--- src/rtl/cpu_pkg.sv ---
// Shared CPU definitions: datapath width and EX operand forwarding source codes.
package cpu_pkg;

    localparam int XLEN = 32;

    typedef enum logic [1:0] {
        FWD_RF  = 2'd0,
        FWD_MA  = 2'd1,
        FWD_WB  = 2'd2,
        FWD_WBD = 2'd3
    } fwd_src;

    // True when two or more of the hit flags are set at once.
    function automatic logic multi_hit(input logic a, input logic b, input logic c);
        return (a & b) | (a & c) | (b & c);
    endfunction

endpackage

--- src/rtl/fwd_mux4.sv ---
// Priority encoder plus 4:1 mux selecting one EX operand; youngest producer wins.
module fwd_mux4
    import cpu_pkg::*;
(
    input  logic            hit_idex,
    input  logic            hit_idma,
    input  logic            hit_idwb,
    input  logic            nohit,
    input  logic [XLEN-1:0] rf_data,
    input  logic [XLEN-1:0] ma_data,
    input  logic [XLEN-1:0] wb_data,
    input  logic [XLEN-1:0] wbd_data,
    output logic [XLEN-1:0] data,
    output logic            multi
);

    fwd_src sel;

    // NOTE: every always_comb output gets a default first so no path can infer a latch.
    always_comb begin
        sel = FWD_RF;
        if (hit_idex)      sel = FWD_MA;
        else if (hit_idma) sel = FWD_WB;
        else if (hit_idwb) sel = FWD_WBD;
        else if (nohit)    sel = FWD_RF;
    end

    always_comb begin
        data = rf_data;
        case (sel)
            FWD_MA:  data = ma_data;
            FWD_WB:  data = wb_data;
            FWD_WBD: data = wbd_data;
            default: data = rf_data;
        endcase
    end

    assign multi = multi_hit(hit_idex, hit_idma, hit_idwb);

endmodule

--- src/rtl/ex_operand_fwd.sv ---
// EX-stage operand forwarding: selects rs1/rs2 operands and registers store data for MA.
module ex_operand_fwd
    import cpu_pkg::*;
(
    input  logic            clk,
    input  logic            rst,
    input  logic            hit_rs1_idex_ex,
    input  logic            hit_rs1_idma_ex,
    input  logic            hit_rs1_idwb_ex,
    input  logic            nohit_rs1_ex,
    input  logic            hit_rs2_idex_ex,
    input  logic            hit_rs2_idma_ex,
    input  logic            hit_rs2_idwb_ex,
    input  logic            nohit_rs2_ex,
    input  logic            stall_ld_ex,
    input  logic [XLEN-1:0] rs1_data_ex,
    input  logic [XLEN-1:0] rs2_data_ex,
    input  logic [XLEN-1:0] rd_data_ma,
    input  logic [XLEN-1:0] rd_data_wb,
    input  logic            wbk_rd_reg_wb,
    input  logic            stall,
    input  logic            rst_pipe,
    output logic [XLEN-1:0] rs1_fwd_ex,
    output logic [XLEN-1:0] rs2_fwd_ex,
    output logic [XLEN-1:0] st_data_ma,
    output logic            fwd_sel_err
);

    logic [XLEN-1:0] wb_dly_data;
    logic            multi_rs1;
    logic            multi_rs2;

    fwd_mux4 u_rs1_mux (
        .hit_idex (hit_rs1_idex_ex),
        .hit_idma (hit_rs1_idma_ex),
        .hit_idwb (hit_rs1_idwb_ex),
        .nohit    (nohit_rs1_ex),
        .rf_data  (rs1_data_ex),
        .ma_data  (rd_data_ma),
        .wb_data  (rd_data_wb),
        .wbd_data (wb_dly_data),
        .data     (rs1_fwd_ex),
        .multi    (multi_rs1)
    );

    fwd_mux4 u_rs2_mux (
        .hit_idex (hit_rs2_idex_ex),
        .hit_idma (hit_rs2_idma_ex),
        .hit_idwb (hit_rs2_idwb_ex),
        .nohit    (nohit_rs2_ex),
        .rf_data  (rs2_data_ex),
        .ma_data  (rd_data_ma),
        .wb_data  (rd_data_wb),
        .wbd_data (wb_dly_data),
        .data     (rs2_fwd_ex),
        .multi    (multi_rs2)
    );

    // NOTE: sequential state uses non-blocking assignments so every register samples pre-edge values.
    always_ff @(posedge clk or posedge rst) begin
        if (rst) begin
            wb_dly_data <= '0;
            st_data_ma  <= '0;
            fwd_sel_err <= 1'b0;
        end else begin
            // Delayed write-back copy covers a register file without write-through.
            if (wbk_rd_reg_wb && !stall)
                wb_dly_data <= rd_data_wb;

            if (rst_pipe)
                st_data_ma <= '0;
            else if (!stall)
                st_data_ma <= stall_ld_ex ? '0 : rs2_fwd_ex;

            if (!stall && !stall_ld_ex && (multi_rs1 || multi_rs2))
                fwd_sel_err <= 1'b1;
        end
    end

endmodule

--- config.mk ---
export PLATFORM = sky130hd
export DESIGN_NAME = ex_operand_fwd
export DESIGN_NICKNAME = d
export VERILOG_FILES = /design/src/rtl/cpu_pkg.sv /design/src/rtl/fwd_mux4.sv /design/src/rtl/ex_operand_fwd.sv
export SDC_FILE = /design/constraint.sdc
export NUM_CORES = 1
export LEC_CHECK = 0
export BUFFER_PORTS_ARGS = -buffer_cell sky130_fd_sc_hd__buf_2
export CORE_MARGIN = 5
export CORE_UTILIZATION = 51
export DETAILED_ROUTE_END_ITERATION = 16
export PLACE_DENSITY = 0.94
export RECOVER_POWER = 25
export SYNTH_ARGS = -nofsm -noshare
export SYNTH_HDL_FRONTEND = slang
export SYNTH_SLANG_ARGS = --single-unit
--- constraint.sdc ---
create_clock -name clk -period 3.4 [get_ports clk]
set_input_delay 0.85 -clock clk [delete_from_list [all_inputs] [get_ports clk]]
set_output_delay 0.85 -clock clk [all_outputs]
set_load 0.05 [all_outputs]
==> results by stage <==
Power:
- The design draws 2710 uW.
- The total internal power is 1680 uW.
- Power spread over the standard cell area amounts to 420 mW/mm^2.
- VDD sags by at most 0.273 mV.
- Summed over all cells, the static leakage comes to 0.00294 uW.
- Per report_power, the combinational group accounts for 36.8% of the total.
- In this run switching power makes up 37.9% of total power.
- Summed over all nets, the switching power comes to 1030 uW.
- The sequential power share is 33.1%.
- In this run, the clock network consumes 30.2% of the power.

CTS:
- The total number of H-tree levels is 3.
- TritonCTS built the clock tree.
- The TritonCTS buffer count is 9.
- The number of cells upsized or downsized after cts is 0.
- The number of setup buffers added after CTS is 0.
- The cell sitting at the root of the clock tree is a sky130_fd_sc_hd__clkbuf_8.
- The count of hold-fix buffers inserted at cts is 0.
- The maximum clock path buffer count is 2.
- The clock input transition at the sequential cells of the worst setup and hold paths is 0.07 ns.
- CTS saw 65 sinks.
- The clock reaches the later pin of the worst-skew pair after 0.33 ns.

Die:
- The floorplan step set the die height to 108 microns.
- Measured along the x axis, the die boundary spans 108 microns.
- The starting utilization of the core area is 52.8%.
- In this run the core area contains 35 standard-cell rows.
- The total area inside the core boundary comes to 0.00933 sq mm.
- Pin placement for this block handled 239 I/O pins.
- The area of the die is 0.0117 sq mm.

Yosys:
- The number of enable-type register cells in the synthesized netlist is 0.
- Synthesis produced a netlist whose cell count is 548.
- The number of synthesized register bits is 65.
- The post-synth net total is 690.
- The total number of yosys warnings is 0.
- Among all flip-flop cells after synthesis, the most frequent one is sky130_fd_sc_hd__dfrtp_1.
- The number of different library cells used by synthesis comes to 34.
- After synthesis, the share of flip-flops with an asynchronous set or reset is 100%.
- The area of the mapped netlist is 0.00492 sq mm.
- After synthesis, flip-flops and latches occupy 33.0% of the total area.
- The average instance area after synthesis is 8.99 sq um.

Detailed routing:
- After detailed routing, the number of remaining DRC violations is 0.
- The first-pass iteration count of the detailed router is 5.
- The routed via count divided by cell count is 5.89.
- After detailed routing, the average wire length per cell comes to 18.0 microns.
- The total length of routed wires is 16100 microns.
- The detail route stage leaves a number of antenna-violating nets equal to 0.
- The final route contains 5258 vias.
- After the first detailed-routing iteration, the DRC count stood at 281.

Timing:
- The number of hold violations in the final report is 0.
- The shortest clock period the worst path allows after layout is 3.15 ns.
- The worst pin sits at a relative slew slack of -3.12%.
- The total setup violations reported at the end of the flow is 0.
- Setup repair after global routing left no endpoint under its margin.
- The upper clock frequency limit is 317 MHz.
- The number of pins exceeding their max-slew limit in the final report is 40.
- After layout, the worst path uses 92.6% of the clock period.
- The clock arrives with 0.0105 ns of skew.
- The summed negative setup slack over all endpoints is 0 ns.
- For the pin with the worst max-slew slack, the measured transition is 1.55 ns.

Critical path:
- The critical path arrival is 2.30 ns.
- Along the worst path, the maximum fanout reaches 11.
- The worst setup path is launched from an input pin.
- The setup path with the least slack is of type input pin to primary output.
- At the worst endpoint, the required time is 2.55 ns.
- The worst setup path is captured at a primary output.

Placed design:
- After legalization and detailed placement, the total HPWL measured 11600 microns.
- The count of port buffers added during placement is 236.
- The global placement routability congestion is 0.855.

Global routing:
- The global-route congestion overflow total is 0.
- The initial antenna violation count came to 1.
- The total routing usage reported by global routing is 26.6%.
- The largest net degree at the start of global routing is 66.
- The via count of the first global-routing pass is 5278.
- The first-pass GRT wire length is 24900 microns.

Min path:
- The path class of the tightest hold or removal check is flip-flop to flip-flop.

Status:
- The final reports fail on max-capacitance violations, max-slew violations.
- The run finished, with violations left.

Final layout:
- After the last flow step, the layout net total stands at 900.
- Relative to the synthesized area, the layout overhead comes to 30.9%.
- The utilization after layout is 69.1%.
- The layout has 756 filler cells.
- The proportion of layout cells with a drive suffix above 1 is 44.7%.

Job:
- The tool flagged a number of max-cap violations equal to 1.
## worst paths after layout
kind	startpoint	to	slack (ns)	cells past startpoint
worst max-delay path	hit_rs1_idex_ex	rs1_fwd_ex[26]	0.25	6
worst min-delay path	fwd_sel_err	fwd_sel_err	0.48	1
worst max register to register	wb_dly_data[23]	st_data_ma[23]	2.09	3
worst min register to register	fwd_sel_err	fwd_sel_err	0.48	1
max in group asynchronous	rst	st_data_ma[20]	0.98	3
min in group asynchronous	rst	st_data_ma[9]	0.98	2
## through the flow
stage | area [sq um] | setup WS, ns | hold slack [ns] | instances
final | 6450 | 0.250 | 0.478 | 893
after global routing | 6450 | 0.148 | 0.499 | 893
after detailed placement | 6210 | 0.230 | 0.462 | 876
after global placement | 6210 | 0.258 | 0.450 | 876
after floorplan | 4920 | 0.259 | 0.464 | 548
after CTS | 6460 | 0.230 | 0.478 | 892
## sequential cells by signal, indices dropped and copies added (netlist names)
register and flops:
st_data_ma 32, fwd_sel_err 1, wb_dly_data 32
## cell usage in the layout, fill, tap and decap left out, types with 2 or more instances in the layout
cell type	n
sky130_fd_sc_hd__inv_1	2
sky130_fd_sc_hd__nand2b_1	59
sky130_fd_sc_hd__buf_4	13
sky130_fd_sc_hd__o221ai_2	29
sky130_fd_sc_hd__inv_2	2
sky130_fd_sc_hd__o22ai_1	62
sky130_fd_sc_hd__o21ai_1	31
sky130_fd_sc_hd__buf_2	236
sky130_fd_sc_hd__buf_12	4
sky130_fd_sc_hd__clkbuf_8	10
sky130_fd_sc_hd__nand2_1	33
sky130_fd_sc_hd__mux2i_1	32
sky130_fd_sc_hd__or2b_1	3
sky130_fd_sc_hd__dfrtp_1	65
sky130_fd_sc_hd__bufinv_16	3
sky130_fd_sc_hd__mux2_1	2
sky130_fd_sc_hd__or3b_2	4
sky130_fd_sc_hd__o21ai_0	3
sky130_fd_sc_hd__nor2_1	32
sky130_fd_sc_hd__o221ai_1	2
sky130_fd_sc_hd__a21oi_1	62
sky130_fd_sc_hd__or3b_1	27
sky130_fd_sc_hd__mux2_2	30
## per-layer routing
metal / global-route usage (%) / routed length, microns / vias up / share of wire [%]
met5: 0 / 0 / - / 0
met4: 8.75 / 325 / 0 / 2.0
met3: 4.72 / 1250 / 26 / 7.8
met2: 48.6 / 8260 / 222 / 51
met1: 31.4 / 6260 / 2534 / 39
li1: - / - / 2476 / -
## synth_stat cells, types with 2 or more instances
master / instances / area [sq um]
sky130_fd_sc_hd__or3_1: 2 / 12.5
sky130_fd_sc_hd__clkbuf_1: 22 / 82.6
sky130_fd_sc_hd__o221ai_1: 2 / 17.5
sky130_fd_sc_hd__buf_6: 3 / 33.8
sky130_fd_sc_hd__nand2b_1: 59 / 369
sky130_fd_sc_hd__nor2b_1: 3 / 18.8
sky130_fd_sc_hd__dfrtp_1: 65 / 1630
sky130_fd_sc_hd__o22ai_1: 62 / 388
sky130_fd_sc_hd__o21ai_0: 3 / 15.0
sky130_fd_sc_hd__inv_1: 2 / 7.51
sky130_fd_sc_hd__mux2_1: 2 / 22.5
sky130_fd_sc_hd__nand2_1: 33 / 124
sky130_fd_sc_hd__or3b_1: 27 / 236
sky130_fd_sc_hd__buf_2: 27 / 135
sky130_fd_sc_hd__a21oi_1: 62 / 310
sky130_fd_sc_hd__o221ai_2: 29 / 435
sky130_fd_sc_hd__o21ai_1: 31 / 155
sky130_fd_sc_hd__mux2i_1: 32 / 320
sky130_fd_sc_hd__inv_2: 2 / 7.51
sky130_fd_sc_hd__nor2_1: 32 / 120
sky130_fd_sc_hd__or3b_2: 4 / 35.0
sky130_fd_sc_hd__mux2_2: 30 / 338
sky130_fd_sc_hd__or2b_1: 3 / 22.5
## power groups by stage
stage | registers, uW | clock network (uW) | logic [uW]
after floorplan | 961 | 0 | 649
after global placement | 901 | 0 | 976
after detailed placement | 908 | 0 | 997
after CTS | 893 | 828 | 999
after global routing | 904 | 861 | 1060
final | 895 | 816 | 995
## cell type report
cell class | instances | area [sq um] | area share (%)
timing repair buffer | 254 | 1360 | 21.2
inverter | 4 | 15.0 | 0.233
clock inverter | 5 | 103 | 1.59
clock buffer | 11 | 141 | 2.19
antenna | 1 | 2.50 | 0.0388
sequential | 65 | 1630 | 25.2
tap | 129 | 161 | 2.50
multi-input combinational | 424 | 3030 | 47.0
## worst max-delay path: stages
cell and delay, ns:
sky130_fd_sc_hd__buf_2 0.14, sky130_fd_sc_hd__or3_1 0.59, sky130_fd_sc_hd__buf_4 0.27, sky130_fd_sc_hd__o22ai_1 0.13
sky130_fd_sc_hd__a21oi_1 0.08, sky130_fd_sc_hd__buf_2 0.23
## kinds of logic (layout without fill, tap and decap cells)
family                 after synthesis  in the layout  synth area share [%]
multiplexers                        64             64                  13.8
other                                0              1                     0
AND/OR/NAND/NOR                    166            166                  19.5
buffers and inverters               59            274                  5.74
flip-flops                          65             65                  33.0
AO/OA/AOI/OAI                      194            194                  27.9
(Power assumes the default switching activity.)
